### src/rtl/f3_sweep_sequencer.sv
// Self-test sequencer: sweeps {x,y} through 00..11 and compares a NOR-only
// evaluation of x AND NOT y against a behavioural one. Define MISMATCH_LOG_EN for fail_mask.
module f3_sweep_sequencer #(
  parameter int HOLD_CYCLES = 2
) (
  input  logic       clk,
  input  logic       rst_n,
  input  logic       start,
  input  logic       abort,
  input  logic       inj_fault,
  output logic       busy,
  output logic       done,
  output logic       pass,
  output logic       x_o,
  output logic       y_o,
  output logic       r_gate_o,
  output logic       r_expr_o,
  output logic [2:0] err_cnt
`ifdef MISMATCH_LOG_EN
  ,
  output logic [3:0] fail_mask
`endif
);

  localparam int HOLD_EFF = (HOLD_CYCLES < 1) ? 1 : HOLD_CYCLES;
  localparam int CW       = (HOLD_EFF > 1) ? $clog2(HOLD_EFF) : 1;

  typedef enum logic [1:0] {IDLE, APPLY, CHECK, DONE} state_t;

  state_t        state;
  logic [1:0]    idx;
  logic [CW-1:0] hold_cnt;
  logic          not_x, r_gate, r_expr, mismatch;
  logic [2:0]    err_nxt;

  // Gate path uses two-input NORs only; expression path is the plain form.
  assign not_x    = ~(x_o | x_o);
  assign r_gate   = ~(not_x | y_o);
  assign r_expr   = ~(~x_o | y_o);
  assign r_gate_o = r_gate;
  assign r_expr_o = r_expr;

  assign mismatch = (r_gate ^ inj_fault) != r_expr;
  assign err_nxt  = (mismatch && err_cnt < 3'd4) ? err_cnt + 3'd1 : err_cnt;

  always_ff @(posedge clk or negedge rst_n) begin
    if (!rst_n) begin
      state     <= IDLE;
      idx       <= 2'd0;
      hold_cnt  <= '0;
      busy      <= 1'b0;
      done      <= 1'b0;
      pass      <= 1'b0;
      x_o       <= 1'b0;
      y_o       <= 1'b0;
      err_cnt   <= 3'd0;
`ifdef MISMATCH_LOG_EN
      fail_mask <= 4'd0;
`endif
    end else begin
      done <= 1'b0;
      case (state)
        IDLE: begin
          if (start && !abort) begin
            state     <= APPLY;
            busy      <= 1'b1;
            idx       <= 2'd0;
            hold_cnt  <= '0;
            {x_o, y_o} <= 2'b00;
            err_cnt   <= 3'd0;
            pass      <= 1'b0;
`ifdef MISMATCH_LOG_EN
            fail_mask <= 4'd0;
`endif
          end
        end
        APPLY, CHECK: begin
          if (abort) begin
            // Cancelled sweeps leave no stale result behind.
            state     <= IDLE;
            busy      <= 1'b0;
            pass      <= 1'b0;
            {x_o, y_o} <= 2'b00;
            err_cnt   <= 3'd0;
`ifdef MISMATCH_LOG_EN
            fail_mask <= 4'd0;
`endif
          end else if (state == APPLY) begin
            if (hold_cnt == CW'(HOLD_EFF - 1)) state <= CHECK;
            else hold_cnt <= hold_cnt + 1'b1;
          end else begin
            err_cnt <= err_nxt;
`ifdef MISMATCH_LOG_EN
            if (mismatch) fail_mask[idx] <= 1'b1;
`endif
            if (idx == 2'd3) begin
              state      <= DONE;
              done       <= 1'b1;
              pass       <= (err_nxt == 3'd0);
              {x_o, y_o} <= 2'b00;
            end else begin
              state      <= APPLY;
              idx        <= idx + 2'd1;
              hold_cnt   <= '0;
              {x_o, y_o} <= idx + 2'd1;
            end
          end
        end
        DONE: begin
          state <= IDLE;
          busy  <= 1'b0;
        end
        default: state <= IDLE;
      endcase
    end
  end

endmodule
### config.mk
export PLATFORM = sky130hd
export DESIGN_NAME = f3_sweep_sequencer
export DESIGN_NICKNAME = d
export VERILOG_FILES = /design/src/rtl/f3_sweep_sequencer.sv
export SDC_FILE = /design/constraint.sdc
export NUM_CORES = 1
export LEC_CHECK = 0
export ABC_AREA = 1
export CAP_MARGIN = 20
export CORE_MARGIN = 2
export CORE_UTILIZATION = 46
export CTS_CLUSTER_DIAMETER = 120
export DETAILED_ROUTE_END_ITERATION = 16
export GPL_TIMING_DRIVEN = 1
export HOLD_SLACK_MARGIN = 0.03
export PLACE_DENSITY = 0.74
export SLEW_MARGIN = 0
export SYNTH_ARGS = -nofsm -noshare
export SYNTH_HDL_FRONTEND = slang
export SYNTH_SLANG_ARGS = --single-unit
### constraint.sdc
create_clock -name clk -period 1.4 [get_ports clk]
set_input_delay 0.14 -clock clk [delete_from_list [all_inputs] [get_ports clk]]
set_output_delay 0.14 -clock clk [all_outputs]
set_load 0.005 [all_outputs]
After elaboration in Yosys (flattened, before gate mapping)
Index checks and enable logic that the tools add are counted.
{ "totals": {"word_cells": 85, "reg_bits": 13} }
{ "classes": {"bitwise_logic": 4, "order_cmp": 1, "n_reduce_logical": 13, "eq_ne": 14, "add_sub_neg": 3, "mux": 41} }
{ "ops": {"columns": ["cell", "count"], "rows": [
  ["$mux W1", 20],
  ["$mux W2", 9],
  ["$mux W3", 4],
  ["$ne A2 B2 Y1 const B", 5],
  ["$ne A3 B3 Y1 const B", 3],
  ["$pmux W1 S2", 4],
  ["$reduce_and A4 Y1", 2],
  ["$eq A2 B2 Y1 const B", 3],
  ["$pmux W2 S3", 1],
  ["$pmux W3 S2", 1],
  ["$reduce_and A5 Y1", 1],
  ["$ne A4 B4 Y1 const B", 1],
  ["$pmux W2 S2", 1],
  ["$reduce_and A2 Y1", 2],
  ["$add A3 B1 Y3 const B", 1],
  ["$logic_not A3 Y1", 1],
  ["$lt A3 B3 Y1 const B", 1],
  ["$pmux W1 S3", 1],
  ["$reduce_and A3 Y1", 1],
  ["$add A2 B1 Y2 const B", 1],
  ["$eq A2 B1 Y1 const B", 1],
  ["$logic_and A1 B1 Y1", 2],
  ["$logic_not A2 Y1", 1],
  ["$not A1 Y1", 2],
  ["other kinds (7)", 7]
]} }

Longest topological paths before layout
{ "depth": {"depth_word": 12, "depth_mapped": 9, "ltp_nobuf": 8} }

Worst setup path after synthesis
OpenSTA, ideal clock, no wires.
{ "synth_path": {"kind": "register to register", "start": "reg state[0]", "end": "reg pass", "required_ns": 1.280, "path_buffers": 1, "slack_ns": -0.095, "arrival_time_ns": 1.374, "stages_incl_launch_ff": 9, "period_less_slack_ns": 1.495, "path_cell_list": "dfrtp_1 > inv_1 > ha_1 > buf_6 > or2_4 > nand2_2 > nor2_1 > nand3_1 > nand2_1"} }
{ "synth_via": {"elab_chain_cells": 4, "elab_cells_between_ends": 10, "cone_classes": "eq/ne: 5; mux: 1; reduce/logical: 4"} }
{ "synth_rtl": {"columns": ["item", "line_no", "rtl"], "rows": [
  ["from (decl)", "30", "state_t state;"],
  ["from (signal assigned)", "48", "state <= IDLE;"],
  ["from (signal assigned)", "65", "state <= APPLY;"],
  ["from (signal assigned)", "80", "state <= IDLE;"],
  ["$eq A2 B1 Y1 or $eq A2 B2 Y1 (tied branches)", "62, 88", null],
  ["$reduce_or A2 Y1", "62", "case (state)"],
  ["$ne A3 B3 Y1 (no line) or $reduce_bool A2 Y1 (tied branches)", null, null],
  ["$reduce_and A4 Y1 (no line)", null, null],
  ["to (signal assigned)", "99", "pass <= (err_nxt == 3'd0);"],
  ["to (decl)", "13", "output logic pass,"]
]} }
Several ways; a longest one is shown, not always the timed one.
A chain may end at the register's enable or synchronous reset.

Final worst setup path
{ "layout_path": {"start": "reg state[1]", "end": "reg pass"} }
Same word-level chain as after synthesis.

==> run_results.csv <==
group,metric,value,unit
cells_and_area,final_common_cell,"nand2_1",
sta,fmax,741,MHz
sta,max-slew-margin-rel,85.3,%
placement,port_buffers,14,
clock_tree,cts.clk_slew.worst_paths,80,ps
floorplanning,rows,15,
grt,grt_max_degree,14,
clock_tree,cts_max_path_buffers,2,
cells_and_area,layout-drive-gt1-share,26.4,%
yosys,yosys_warnings,0,
sta,layout_setup_ws,50.5,ps
floorplanning,start_util,49.9,%
cells_and_area,syn_to_final_growth,30.6,%
routing,viasPerCell,4.71,
grt,grt_use_total,17.2,%
routing,drc,0,
sta,setup_tns,0,ps
clock_tree,clk_latency,270,ps
yosys,syn_area,871,µm²
placement,dp.cells,146,
sta,tightestPinTransition,219,ps
worst_setup_path,cp.required,1570,ps
worst_setup_path,crit_type,"reg2reg",
placement,dp_hpwl,1280,µm
sta,rsz0062_at_grt,"yes",
status,status,"completed",
clock_tree,cts-root-buf,"clkbuf_4",
pwr,p_per_area,1950,mW/mm²
sta,period_needed,1350,ps
yosys,synth_cell_types,25,
cells_and_area,diodes,0,
yosys,avgSynthCellArea,8.22,µm²
cells_and_area,register_area,325,µm²
cells_and_area,multi_input_area,502,µm²
grt,antenna_found_initial,0,
worst_setup_path,reg2regPathDepth,7,
worst_setup_path,reg2reg_to,"pass",
sta,setup_viol,0,
grt,grt_pass1_vias,668,
cells_and_area,finalNetCount,143,
cells_and_area,fin_cells,154,
floorplanning,io_pins,15,
pwr,irDropWorstVdd,1.56,mV
placement,dp_slack,34.5,ps
flow_run,maxCapViolCount,0,
routing,drtPass1Iterations,4,
floorplanning,die_w,47.5,µm
sta,post-route-period-util,96.4,%
sta,slew_violations,0,
worst_setup_path,ff2ff_setup_slack,50,ps
cells_and_area,fin_util,65.2,%
worst_hold_path,hold_class,"in2async",
clock_tree,cts_sinks,13,
clock_tree,h-tree-depth,1,
worst_setup_path,critPathMaxFanout,8,
cells_and_area,layout_common_cells,"nand2_1 (29), dfrtp_1 (13), clkdlybuf4s50_1 (9)",
pwr,power.leakage,0.000614,µW
clock_tree,cts-hold-fix-buffers,0,
worst_setup_path,worstSetupEndpointType,"flip-flop",
cells_and_area,fill_cells,147,
sta,report.final.hold_viol_count,0,
routing,drt_iter0_markers,24,
placement,gp_congestion,0.775,
yosys,ys_seq_elements,13,
clock_tree,cts_tree,"yes",
yosys,synth_nets,119,
sta,whs,168,ps
grt,overflow,0,
floorplanning,core,0.00175,mm²
routing,wl,1720,µm
grt,grt_pass1_wl,2730,µm
sta,skew,0.483,ps
routing,final_antenna_net_count,0,
routing,vias,726,
yosys,synth_cells,106,
yosys,ys_seq_area_share,37.4,%
floorplanning,die-area,0.00226,mm²
worst_setup_path,cp.arrival,1520,ps
worst_setup_path,r2r-start,"state[1]",
routing,wl_per_cell,11.2,µm
clock_tree,cts_buffers,3,
floorplanning,die_y,47.5,µm
worst_setup_path,critPathLaunchType,"flip-flop",
==> worst max-delay path, stage by stage, from the launching register on <==
cell     delay, ps
dfrtp_1        400
inv_2          110
ha_4           250
or2_4          270
nand2_4         70
nor2_2          30
nand3_1         70
nand2_1         50
==> Yosys cell counts, drive strengths merged <==
master	instances	area share [%]
nor2	8	3.7
ha	8	11
buf	2	2.2
o22ai	1	0.72
nand3	7	5.5
inv	14	6.3
dfrtp	13	37
or2	3	2.4
a21oi	1	0.57
nand2	35	20
nand4	3	2.2
o21ai	11	8.0
==> worst max-delay path by stage <==
| stage | startpoint | end | slack, ps |
|---|---|---|---|
| floorplan | state[0] | pass | 3 |
| global placement | abort | err_cnt[2] | 70 |
| detailed placement | abort | idx[0] | 30 |
| CTS | y_o | y_o | 10 |
| global route | state[1] | idx[0] | -60 |
| finish | state[1] | pass | 50 |
==> metrics by stage <==
stage / power [µW] / cell area (µm²)
4_1_cts: 2170 / 1100
3_3_place_gp: 1880 / 1060
2_1_floorplan: 1540 / 883
6_report: 2220 / 1140
3_5_place_dp: 1910 / 1060
5_1_grt: 2450 / 1140
==> sequential cells by signal, summed over array words and instances (netlist names) <==
name / flops
done: 1
pass: 1
busy: 1
y_o: 1
state: 2
hold_cnt: 1
x_o: 1
idx: 2
err_cnt: 3
==> metal layers <==
metal	part of all wire [%]	track usage, %
met2	48	28.6
met3	3.6	3.40
met4	1.3	6.67
met5	0	0
met1	47	21.9
==> cell families (layout without fill, tap and decap cells) <==
group                    count (synthesis)  after routing  share of synthesized area, %
flip-flops                              13             13                          37.4
buffers and inverters                   16             39                          8.48
adder cells (fa/ha/maj)                  8              8                          11.5
AO/OA/AOI/OAI                           13             13                          9.34
AND/OR/NAND/NOR                         56             56                          33.3
==> power by group <==
part           switching [µW]  internal, µW  leakage (µW)  total, µW
Clock                     127           110     0.0000150        237
Combinational             746           631      0.000427       1380
Sequential               97.9           506      0.000172        604
==> cell type report <==
cell class	instances	area share [%]
clock buffers	4	2.31
inverters	14	4.84
multi-input cells	77	44.1
flip-flops and latches	13	28.6
well taps	25	2.75
repair buffers	21	17.4
==> timing repair <==
action | 4_1_cts | 5_1_grt
gates cloned | 0 | 0
resized for setup | 3 | 9
setup endpoints to repair | 2 | 7
pin swaps | 0 | 4
buffers inserted | 2 | 2
Power figures use the tool's default switching activity.
